File: src/rtl/writeback_stage.sv
`default_nettype none
// ============================================================================
//  Module   : writeback_stage
//  Purpose  : Final pipeline stage. Accepts retiring instructions from the
//             memory stage over a valid/ready handshake. For loads it waits
//             for the data-memory response, then byte-aligns and sign- or
//             zero-extends it. It drives one register-file write pulse per
//             instruction.
//  Ports    : clk, rst                 - clock, synchronous active-high reset
//             in_valid / in_ready      - upstream handshake
//             in_reg_write, in_rd      - destination control
//             in_wb_sel                - 00 ALU, 01 load, 10 PC+4, 11 imm
//             in_alu_result, in_pc,
//             in_imm, in_funct3        - candidate values / load type
//             mem_rsp_valid/_data      - data-memory load response
//             wrEn, Rdst, RWrdata      - register-file write port (registered)
//             retire                   - one-cycle pulse per completed instr
//  Revision : 1.0 - initial release
// ============================================================================
module writeback_stage #(
  parameter int XLEN   = 32,
  parameter int REG_AW = 5
) (
  input  logic              clk,
  input  logic              rst,
  input  logic              in_valid,
  output logic              in_ready,
  input  logic              in_reg_write,
  input  logic [REG_AW-1:0] in_rd,
  input  logic [1:0]        in_wb_sel,
  input  logic [XLEN-1:0]   in_alu_result,
  input  logic [XLEN-1:0]   in_pc,
  input  logic [XLEN-1:0]   in_imm,
  input  logic [2:0]        in_funct3,
  input  logic              mem_rsp_valid,
  input  logic [XLEN-1:0]   mem_rsp_data,
  output logic              wrEn,
  output logic [REG_AW-1:0] Rdst,
  output logic [XLEN-1:0]   RWrdata,
  output logic              retire
);

  localparam logic [1:0] WB_ALU  = 2'b00;
  localparam logic [1:0] WB_LOAD = 2'b01;
  localparam logic [1:0] WB_PC4  = 2'b10;
  localparam logic [1:0] WB_IMM  = 2'b11;

  localparam logic [2:0] F3_LB  = 3'b000;
  localparam logic [2:0] F3_LH  = 3'b001;
  localparam logic [2:0] F3_LBU = 3'b100;
  localparam logic [2:0] F3_LHU = 3'b101;

  typedef enum logic [0:0] {
    RUN       = 1'b0,
    WAIT_LOAD = 1'b1
  } state_t;

  state_t              state_q;
  logic                wrEn_q;
  logic [REG_AW-1:0]   Rdst_q;
  logic [XLEN-1:0]     RWrdata_q;
  logic                retire_q;

  // Context of the load waiting for its memory response
  logic [REG_AW-1:0]   pend_rd_q;
  logic                pend_rw_q;
  logic [2:0]          pend_f3_q;
  logic [1:0]          pend_off_q;

  logic                accept_d;
  logic [XLEN-1:0]     sel_value_d;
  logic [XLEN-1:0]     load_value_d;
  logic [XLEN-1:0]     shifted_d;
  logic [7:0]          byte_d;
  logic [15:0]         half_d;

  assign in_ready = (state_q == RUN);
  assign accept_d = in_valid && in_ready;

  // Non-load write-back value; PC+4 wraps naturally at 2^32
  always_comb begin
    sel_value_d = in_alu_result;
    case (in_wb_sel)
      WB_ALU:  sel_value_d = in_alu_result;
      WB_PC4:  sel_value_d = in_pc + XLEN'(4);
      WB_IMM:  sel_value_d = in_imm;
      default: sel_value_d = in_alu_result;
    endcase
  end

  // Load formatting: byte selected by the full offset, halfword by off[1]
  // only (misalignment is deliberately not checked).
  always_comb begin
    shifted_d    = mem_rsp_data >> {pend_off_q, 3'b000};
    byte_d       = shifted_d[7:0];
    half_d       = pend_off_q[1] ? mem_rsp_data[31:16] : mem_rsp_data[15:0];
    load_value_d = mem_rsp_data;
    case (pend_f3_q)
      F3_LB:   load_value_d = {{(XLEN-8){byte_d[7]}}, byte_d};
      F3_LBU:  load_value_d = {{(XLEN-8){1'b0}}, byte_d};
      F3_LH:   load_value_d = {{(XLEN-16){half_d[15]}}, half_d};
      F3_LHU:  load_value_d = {{(XLEN-16){1'b0}}, half_d};
      default: load_value_d = mem_rsp_data;   // LW and unused encodings
    endcase
  end

  always_ff @(posedge clk) begin
    if (rst) begin
      state_q    <= RUN;
      wrEn_q     <= 1'b0;
      Rdst_q     <= '0;
      RWrdata_q  <= '0;
      retire_q   <= 1'b0;
      pend_rd_q  <= '0;
      pend_rw_q  <= 1'b0;
      pend_f3_q  <= '0;
      pend_off_q <= '0;
    end else begin
      // Pulses by default; re-asserted only when something completes
      wrEn_q   <= 1'b0;
      retire_q <= 1'b0;
      case (state_q)
        RUN: begin
          if (accept_d) begin
            if (in_wb_sel == WB_LOAD) begin
              pend_rd_q  <= in_rd;
              pend_rw_q  <= in_reg_write;
              pend_f3_q  <= in_funct3;
              pend_off_q <= in_alu_result[1:0];
              state_q    <= WAIT_LOAD;
            end else begin
              Rdst_q    <= in_rd;
              RWrdata_q <= sel_value_d;
              wrEn_q    <= in_reg_write && (in_rd != '0);
              retire_q  <= 1'b1;
            end
          end
          // A memory response here has no pending load and is dropped
        end
        WAIT_LOAD: begin
          if (mem_rsp_valid) begin
            Rdst_q    <= pend_rd_q;
            RWrdata_q <= load_value_d;
            wrEn_q    <= pend_rw_q && (pend_rd_q != '0);
            retire_q  <= 1'b1;
            state_q   <= RUN;
          end
        end
        default: state_q <= RUN;
      endcase
    end
  end

  assign wrEn    = wrEn_q;
  assign Rdst    = Rdst_q;
  assign RWrdata = RWrdata_q;
  assign retire  = retire_q;

endmodule
`default_nettype wire

File: config.mk
export PLATFORM = sky130hd
export DESIGN_NAME = writeback_stage
export DESIGN_NICKNAME = d
export VERILOG_FILES = /design/src/rtl/writeback_stage.sv
export SDC_FILE = /design/constraint.sdc
export NUM_CORES = 1
export LEC_CHECK = 0
export ABC_AREA = 1
export ABC_CLOCK_PERIOD_IN_PS = 2300
export CAP_MARGIN = 20
export CORE_ASPECT_RATIO = 1.25
export CORE_MARGIN = 2
export CORE_UTILIZATION = 42
export CTS_CLUSTER_SIZE = 12
export DETAILED_ROUTE_END_ITERATION = 7
export PLACE_DENSITY = 0.81
export SLEW_MARGIN = 0
export SYNTH_ARGS = -nofsm -noshare
export SYNTH_HDL_FRONTEND = slang
export SYNTH_SLANG_ARGS = --single-unit
File: constraint.sdc
create_clock -name clk -period 2.3 [get_ports clk]
set_input_delay 0.46 -clock clk [delete_from_list [all_inputs] [get_ports clk]]
set_output_delay 0.46 -clock clk [all_outputs]
set_load 0.01 [all_outputs]
## Yosys cells after proc, flatten, opt, wreduce, memory -nomap -nowiden

Index checks and enable logic that the tools add are counted.

- Memory bits (read-only): 0
- Register bits after elaboration: 51
- Input bits: 143
- Logic and storage cells: 52
- Memories kept: 0
- Memory bits (writable): 0
- Latch bits: 0
- Output and inout bits: 40

- Equal/unequal tests: 9
- Bitwise logic cells: 1
- Mux-type cells: 23
- $add $sub $neg: 1
- Multiply operators: 0
- Reductions and logical operators: 8
- Magnitude comparators: 0
- Divide/modulo/power cells: 0
- Shifts and indexed selects: 1

Operators by type and width:

| kind | number |
|---|---|
| 32-bit case mux with 2 select lines | 2 |
| 32-bit case mux with 4 select lines | 1 |
| 32-bit two-way mux | 3 |
| 32-bit by 3-bit adder with 32-bit output, second input constant | 1 |
| 32-bit by 5-bit right shift with 8-bit output | 1 |
| 16-bit two-way mux | 1 |
| 5-bit two-way mux | 3 |
| 5-bit case mux with 2 select lines | 1 |
| 5-bit nonzero test | 2 |
| 1-bit two-way mux | 9 |
| 3-bit equality test, second input constant | 2 |
| 1-bit case mux with 2 select lines | 3 |
| 3-bit AND reduction | 2 |
| 2-bit equality test, second input constant | 2 |
| 2-bit inequality test, second input constant | 2 |
| 3-bit by 1-bit equality test with 1-bit output, second input constant | 1 |
| 1-bit logical AND | 3 |
| 3-bit zero test | 1 |
| 2-bit by 1-bit equality test with 1-bit output, second input constant | 1 |
| 2-bit by 1-bit inequality test with 1-bit output, second input constant | 1 |
| 1-bit NOT | 1 |

## Longest topological paths before layout

Gate-level depths: netlist of run 1.

- Depth after elaboration: 5
- Depth in mapped cells: 12
- Depth with buffers taken out: 11

## Worst setup path after synthesis of run 1

Ideal clock, no wire load.

- Path kind: input to register
- From: input in_pc[2]
- To: register RWrdata_q[20] (netlist: RWrdata[20])
- Library setup time: 0.113 ns
- Stages: 10
- Arrival: 1.392 ns
- Data required time: 2.187 ns
- Path buffers: 0
- Slack: 0.795 ns
- Path through: ha_1 -> inv_1 -> nor2_2 -> nand3_1 -> nor2_1 -> nand2_1 -> nand3_1 -> nand2_1 -> nand3_1 -> nand2_1

- Longest elaborated chain between the ends: 5

RTL lines:

| what | line | RTL |
|---|---|---|
| start: declaration | 32 | `input logic [XLEN-1:0] in_pc,` |
| 32-bit by 3-bit adder with 32-bit output | 85 | `WB_PC4: sel_value_d = in_pc + XLEN'(4);` |
| 32-bit case mux with 2 select lines | 83 | `case (in_wb_sel)` |
| 32-bit two-way mux | 125 | `if (in_wb_sel == WB_LOAD) begin` |
| 32-bit two-way mux | 124 | `if (accept_d) begin` |
| 32-bit case mux with 2 select lines | 122 | `case (state_q)` |
| end signal: assignment | 133 | `RWrdata_q <= sel_value_d;` |
| end signal: assignment | 143 | `RWrdata_q <= load_value_d;` |
| end: declaration | 61 | `logic [XLEN-1:0] RWrdata_q;` |

Every way passes these cells. The select of a mux whose other input is x is not followed.
A chain may end at the register's enable or synchronous reset.

## Final worst setup path of run 1

- From: input in_pc[2]
- To: register RWrdata_q[16] (netlist: RWrdata[16])

The elaborated chain is that of the path after synthesis.

==> impl_metrics.toml, run 1 <==
[outcome]
status = "completed"

[synth]
async_flop_share_pct = 0
ys_seq_area_share_pct = 24.1
synth-seq-cells = 51
yosys_most_used_dff = "dfxtp_1"
postSynthCellCount = 754
yosysWarnings = 0
synth-edff-count = 0
synth_nets = 898
syn_area_um2 = 4240
yosys.cell_types.count = 35
syn_area_per_cell_um2 = 5.63

[worst_hold_path]
hold_depth = 2
worstHoldPathType = "reg2reg"

[global_route]
grt_use_total_pct = 30.8
grt_pass1_vias = 5094
antenna_found_initial = 0
grt_pass1_wl_um = 25900
grt_remaining_overflow = 0
grt_max_degree = 43

[sta]
rsz0062_at_grt = "no"
fin_crit_ps = 1940
holdWs_ps = 451
slew_viol_final = 0
slew_headroom_pct = 65.9
max_freq_ghz = 0.516
setup_tns_ps = 0
post-route-period-util_pct = 84.3
setup_viol = 0
finalHoldViolCount = 0
worst_pin_slew_ps = 511
setup_ws_ps = 361
clock_skew_ps = 9.11

[detailed_routing]
drtIter0Drc = 387
num_vias = 5548
dr.pass1.iters = 5
wl_per_cell_um = 16.0
post-route-drc-count = 0
drt_wl_total_um = 17000
via_per_inst = 5.21
ant_nets = 0

[pwr]
power_frac_clock_pct = 28.6
vdd_ir_drop_max_v = 0.000322
powerDensity_nw_per_um2 = 432
p_leak_nw = 2.83
comb_power_share_pct = 35.4
internal_power_mw = 1.86
seq_power_share_pct = 36.0
p_sw_mw = 0.911
switching_share_pct = 32.8
p_total_mw = 2.77

[setup_path]
cpPeakStageDelay_ps = 550
start_kind = "input pin"
cp.required_ps = 2510
cp_common_cell = "nand3_1"
cp_top_family = "simple AND/OR/NAND/NOR gates"
ff2ff_path_depth = 9
cp_slowest_cell = "clkdlybuf4s50_1"
cp_num_cells = 11
crit_path_max_fanout = 6
endpoint_kind = "flip-flop"
crit_arrival_ps = 2150
critical_path.cell_chain = "clkdlybuf4s50_1 > ha_1 > inv_1 > nor2_2 > nand3_1 > inv_1 > nand3_1 > nand3_1 > nand2_1 > nand3_1 > nand2_1"
worst-path-buf-inv = 3
worstSetupPathType = "in2reg"

[finish]
num_antenna_cells = 0
fin_area_um2 = 6420
nets = 1079
area_growth_pct = 51.3
drive_gt1_share_pct = 6.30
instances_no_fill = 1065
final_util_pct = 64.5

[clock_network]
clock_latency_ps = 310
cts_buffer_depth = 2
htreeDepth = 2
numCtsBuffers = 5
cts_setup_buffers = 0
clk_pin_slew_ps = 80
ctsResizeCount = 0
cts.sinks = 51
cts_hold_buf = 0
root_buffer = "clkbuf_16"
cts_tree = "built"

[die]
die_width_um = 93.9
start_util_pct = 42.6
ioPinCount = 183
core_um2 = 9950
dieArea_um2 = 10900
num_rows = 41
chipHeight_um = 116

[placed_design]
dp_slack_ps = 74.8
place.gp.congestion = 0.987
dp_hpwl_um = 13600
io_buffers = 182
dp_cells = 1057
place_area_um2 = 6270

[job]
maxCapViolCount = 0
tightest hold or removal path, delay by kind of cell, from the launching register on:
| family | cells | cell delay (ps) |
|---|---|---|
| simple gates | 2 | 100 |
| flops | 1 | 320 |
metal layers:
layer  wire length (µm)  track usage, %  vias to the layer above
met2               8200            52.7                      264
met3               1430            6.45                       45
met5                  0               0                        -
met1               6680            36.7                     2419
met4                701            14.7                        0
li1                   -               -                     2820
cells in the mapped netlist, types with 4 or more instances:
cell      number  share of area [%]
a221oi_1      16                3.3
clkbuf_1      14                1.2
o211ai_1       4               0.71
nand2_2        4               0.59
mux2i_1        4               0.94
inv_1         71                6.3
o21ai_0       47                5.5
nor2_2         5               0.74
buf_2          9                1.1
a21oi_1       49                5.8
dfxtp_1       51                 24
nor2_1        76                6.7
inv_2          8               0.71
a22o_1         8                1.7
o21bai_1       6                1.1
nand3_1       67                7.9
buf_4          4               0.71
o21ai_1       15                1.8
nand4_1        5               0.74
nand2_1      266                 24
cell type report:
class	count	area, µm²
fill	1000	3530
multi-input combinational	590	2750
timing repair buffer	204	2020
sequential	51	1020
inverter	83	314
tap	129	161
clock buffer	5	125
clock inverter	3	26.3
cell families (layout without fill, tap and decap cells):
family / Yosys count / after routing / synth area share [%]
AOI/OAI and AO/OA: 149 / 149 / 20.5
adders and majority gates: 1 / 1 / 0.295
buffers and inverters: 113 / 295 / 11.2
DFF: 51 / 51 / 24.1
muxes: 4 / 4 / 0.944
and+or+nand+nor: 436 / 436 / 43.0
path summary, 6_finish.rpt:
kind | startpoint | end | slack (ps)
max | in_pc[2] | RWrdata[16] | 360
min | RWrdata[25] | RWrdata[25] | 450
max reg2reg | pend_f3_q[1] | RWrdata[3] | 440
min reg2reg | RWrdata[25] | RWrdata[25] | 450
state kept, by name, summed over array words and instances (netlist names):
| name | cells |
|---|---|
| RWrdata | 32 |
| Rdst | 5 |
| pend_rd_q | 5 |
| pend_f3_q | 3 |
| pend_off_q | 2 |
| pend_rw_q | 1 |
| retire | 1 |
| state_q | 1 |
| wrEn | 1 |
cell usage in the layout (no fill, tap or decap), types with 2 or more instances in the layout:
cell             count
nand2_1            266
clkdlybuf4s50_1    182
nor2_1              76
inv_1               71
nand3_1             67
dfxtp_1             51
a21oi_1             49
o21ai_0             47
buf_4               19
a221oi_1            16
o21ai_1             15
inv_2                8
a22o_1               8
o21bai_1             6
nor2_2               5
nand4_1              5
clkbuf_16            5
mux2i_1              4
nand2_2              4
o211ai_1             4
clkinv_1             3
nand2_4              3
buf_12               3
nor2_4               2
nand3_2              2
or2_2                2
a31oi_1              2
inv_6                2
power groups by stage:
| stage | sequential (mW) | combinational, mW | clock [mW] |
|---|---|---|---|
| final | 0.998 | 0.982 | 0.794 |
| after global routing | 1.00 | 1.06 | 0.840 |
| after CTS | 0.997 | 0.979 | 0.808 |
| after detailed placement | 1.02 | 0.974 | 0 |
| after global placement | 1.02 | 0.972 | 0 |
| after floorplan | 1.03 | 0.410 | 0 |
Note: power is estimated with default switching activity, not from simulation.
==> inputs of run 2 (changes only) <==
--- a/config.mk
+++ b/config.mk
@@ -6,7 +6,7 @@
 export NUM_CORES = 1
 export LEC_CHECK = 0
 export ABC_AREA = 1
-export ABC_CLOCK_PERIOD_IN_PS = 2300
+export ABC_CLOCK_PERIOD_IN_PS = 1910
 export CAP_MARGIN = 20
 export CORE_ASPECT_RATIO = 1.25
 export CORE_MARGIN = 2
==> constraint.sdc (replaced) <==
create_clock -name clk -period 1.91 [get_ports clk]
set_input_delay 0.382 -clock clk [delete_from_list [all_inputs] [get_ports clk]]
set_output_delay 0.382 -clock clk [all_outputs]
set_load 0.01 [all_outputs]
==> run 2 against run 1 <==
  * First-iteration DRC count decreased by 4.9%
  * Design area grew 8.3%
  * Non-clock buffer count up 66
  * Die area unchanged
  * Via count rose by 7.3%
  * Sequential share of layout area fell by 1.2 points
  * Clock skew fell by 3.0 ps
  * Critical path depth down 1
  * Register-to-register slack worse by 300 ps
  * Count of clock-buffer cells in the layout stayed put
  * Largest power group is now combinational logic
  * Highest routed layer unchanged
==> impl_metrics.toml, run 2 (same netlist as run 1, synthesis figures left out) <==
[global_route]
gr-usage-met2_pct = 56.0
grt_remaining_overflow = 0
busiest_layer = "met2"
grt_pass1_vias = 5487
met3_usage_pct = 5.48
grt_use_total_pct = 31.2
use_met1_pct = 36.5
grt_max_degree = 43
grt_pass1_wl_um = 26700
antenna_found_initial = 0

[setup_path]
r2r_start = "pend_f3_q[0]"
start_kind = "input pin"
startpoint = "in_pc[9]"
cp.required_ps = 2110
cp_common_cell = "nand2_1"
endpoint_kind = "flip-flop"
critical_path.cell_chain = "clkdlybuf4s50_1 > nand2_1 > nor2_1 > nand2_1 > nor2_1 > nand3_1 > nand3_1 > nand2_1 > nand2_1 > nand2_1"
cp_top_family = "simple AND/OR/NAND/NOR gates"
cp_slowest_cell = "clkdlybuf4s50_1"
worstSetupPathType = "in2reg"
crit_path_max_fanout = 3
cpPeakStageDelay_ps = 530
crit_arrival_ps = 1990
worst-path-buf-inv = 1

[finish]
nets = 1145
seq_area_um2 = 1020
area_growth_pct = 63.8
fillers = 904
fin_area_um2 = 6950
final_util_pct = 69.8
multiInputGateArea_um2 = 2760
instances_no_fill = 1131
largest_register_ffs = 32
layout_commonest_cell = "nand2_1"
drive_gt1_share_pct = 12.7
layout_common_cells = "nand2_1, clkdlybuf4s50_1, buf_4"
num_antenna_cells = 0

[outcome]
status = "completed"

[pwr]
switching_share_pct = 32.3
vdd_ir_drop_max_v = 0.000446
comb_power_share_pct = 37.7
seq_power_share_pct = 34.8
powerDensity_nw_per_um2 = 495
internal_power_mw = 2.33
p_sw_mw = 1.11
power_frac_clock_pct = 27.5
p_total_mw = 3.44
p_leak_nw = 3.15

[job]
maxCapViolCount = 0

[clock_network]
cts.sinks = 51
htreeDepth = 2
cts_tree = "built"
numCtsBuffers = 5
root_buffer = "clkbuf_16"
clock_latency_ps = 300
clk_pin_slew_ps = 80
cts_buffer_depth = 2

[sta]
setup_viol = 0
fin_crit_ps = 1790
finalHoldViolCount = 0
post-route-period-util_pct = 93.5
holdWs_ps = 454
clock_skew_ps = 6.12
slew_viol_final = 0
max_freq_ghz = 0.560
slew_headroom_pct = 71.2
worst_pin_slew_ps = 432
rsz0062_at_grt = "no"

[die]
chipHeight_um = 116
ioPinCount = 183
dieArea_um2 = 10900
die_width_um = 93.9
num_rows = 41
start_util_pct = 42.6
core_um2 = 9950

[detailed_routing]
drtIter0Drc = 368
dr.pass1.iters = 5
wl_per_cell_um = 15.4
via_per_inst = 5.26
num_vias = 5953
post-route-drc-count = 0
drt_wl_total_um = 17500
ant_nets = 0

[worst_hold_path]
hold_start = "RWrdata[4]"
worstHoldPathType = "reg2reg"

[placed_design]
dp_cells = 1123
place_area_um2 = 6790
io_buffers = 182
dp_hpwl_um = 14300
place.gp.congestion = 0.992
## run 2: cell types whose count changed in the layout (fill, tap and decap cells not counted), sizes merged
| cell | delta |
|---|---|
| buf | +66 |
## run 2: metal layers
layer / routed length [µm] / vias up
met3: 1390 / 57
met4: 705 / 0
met2: 8540 / 312
met1: 6830 / 2631
li1: - / 2953
met5: 0 / -
## run 2: what timing repair did
item	4_1_cts	5_1_grt
endpoints found under the setup margin	0	2
gates resized for setup	0	3
hold buffers	0	0
buffers inserted	0	0
## run 2: worst reg2reg max path: stages (launching register included)
cell	delay, ps
dfxtp_1	570
inv_2	80
nor2_1	260
nand3b_1	180
nand2_2	260
nor2_1	110
nand2_1	90
nand3_1	110
nand2_1	70
## run 2: worst paths after layout
check                                    to  slack, ps  cells past startpoint
worst min register to register   RWrdata[4]        450                      2
worst min-delay path             RWrdata[4]        450                      2
worst max register to register  RWrdata[17]        140                      8
worst max-delay path            RWrdata[21]        120                     10
## run 2: through the flow
step | setup WS (ps) | TNS [ps]
3_3_place_gp | -164 | -3130
4_1_cts | 121 | 0
2_1_floorplan | 483 | 0
5_1_grt | 4.37 | 0
3_5_place_dp | -188 | -3540
6_report | 124 | 0
## run 2: power groups by stage
stage	clock network, mW	logic (mW)	registers (mW)
4_1_cts	0.946	1.29	1.20
6_report	0.945	1.30	1.20
3_5_place_dp	0	1.28	1.22
2_1_floorplan	0	0.494	1.24
3_3_place_gp	0	1.27	1.22
5_1_grt	0.992	1.40	1.21
## run 2: final cells by class
cell class / count / share of cell area [%]
well taps: 129 / 2.32
flip-flops and latches: 51 / 14.7
multi-input cells: 590 / 39.7
inverters: 83 / 4.52
repair buffers: 270 / 36.6
clock inverters: 3 / 0.378
clock buffers: 5 / 1.80
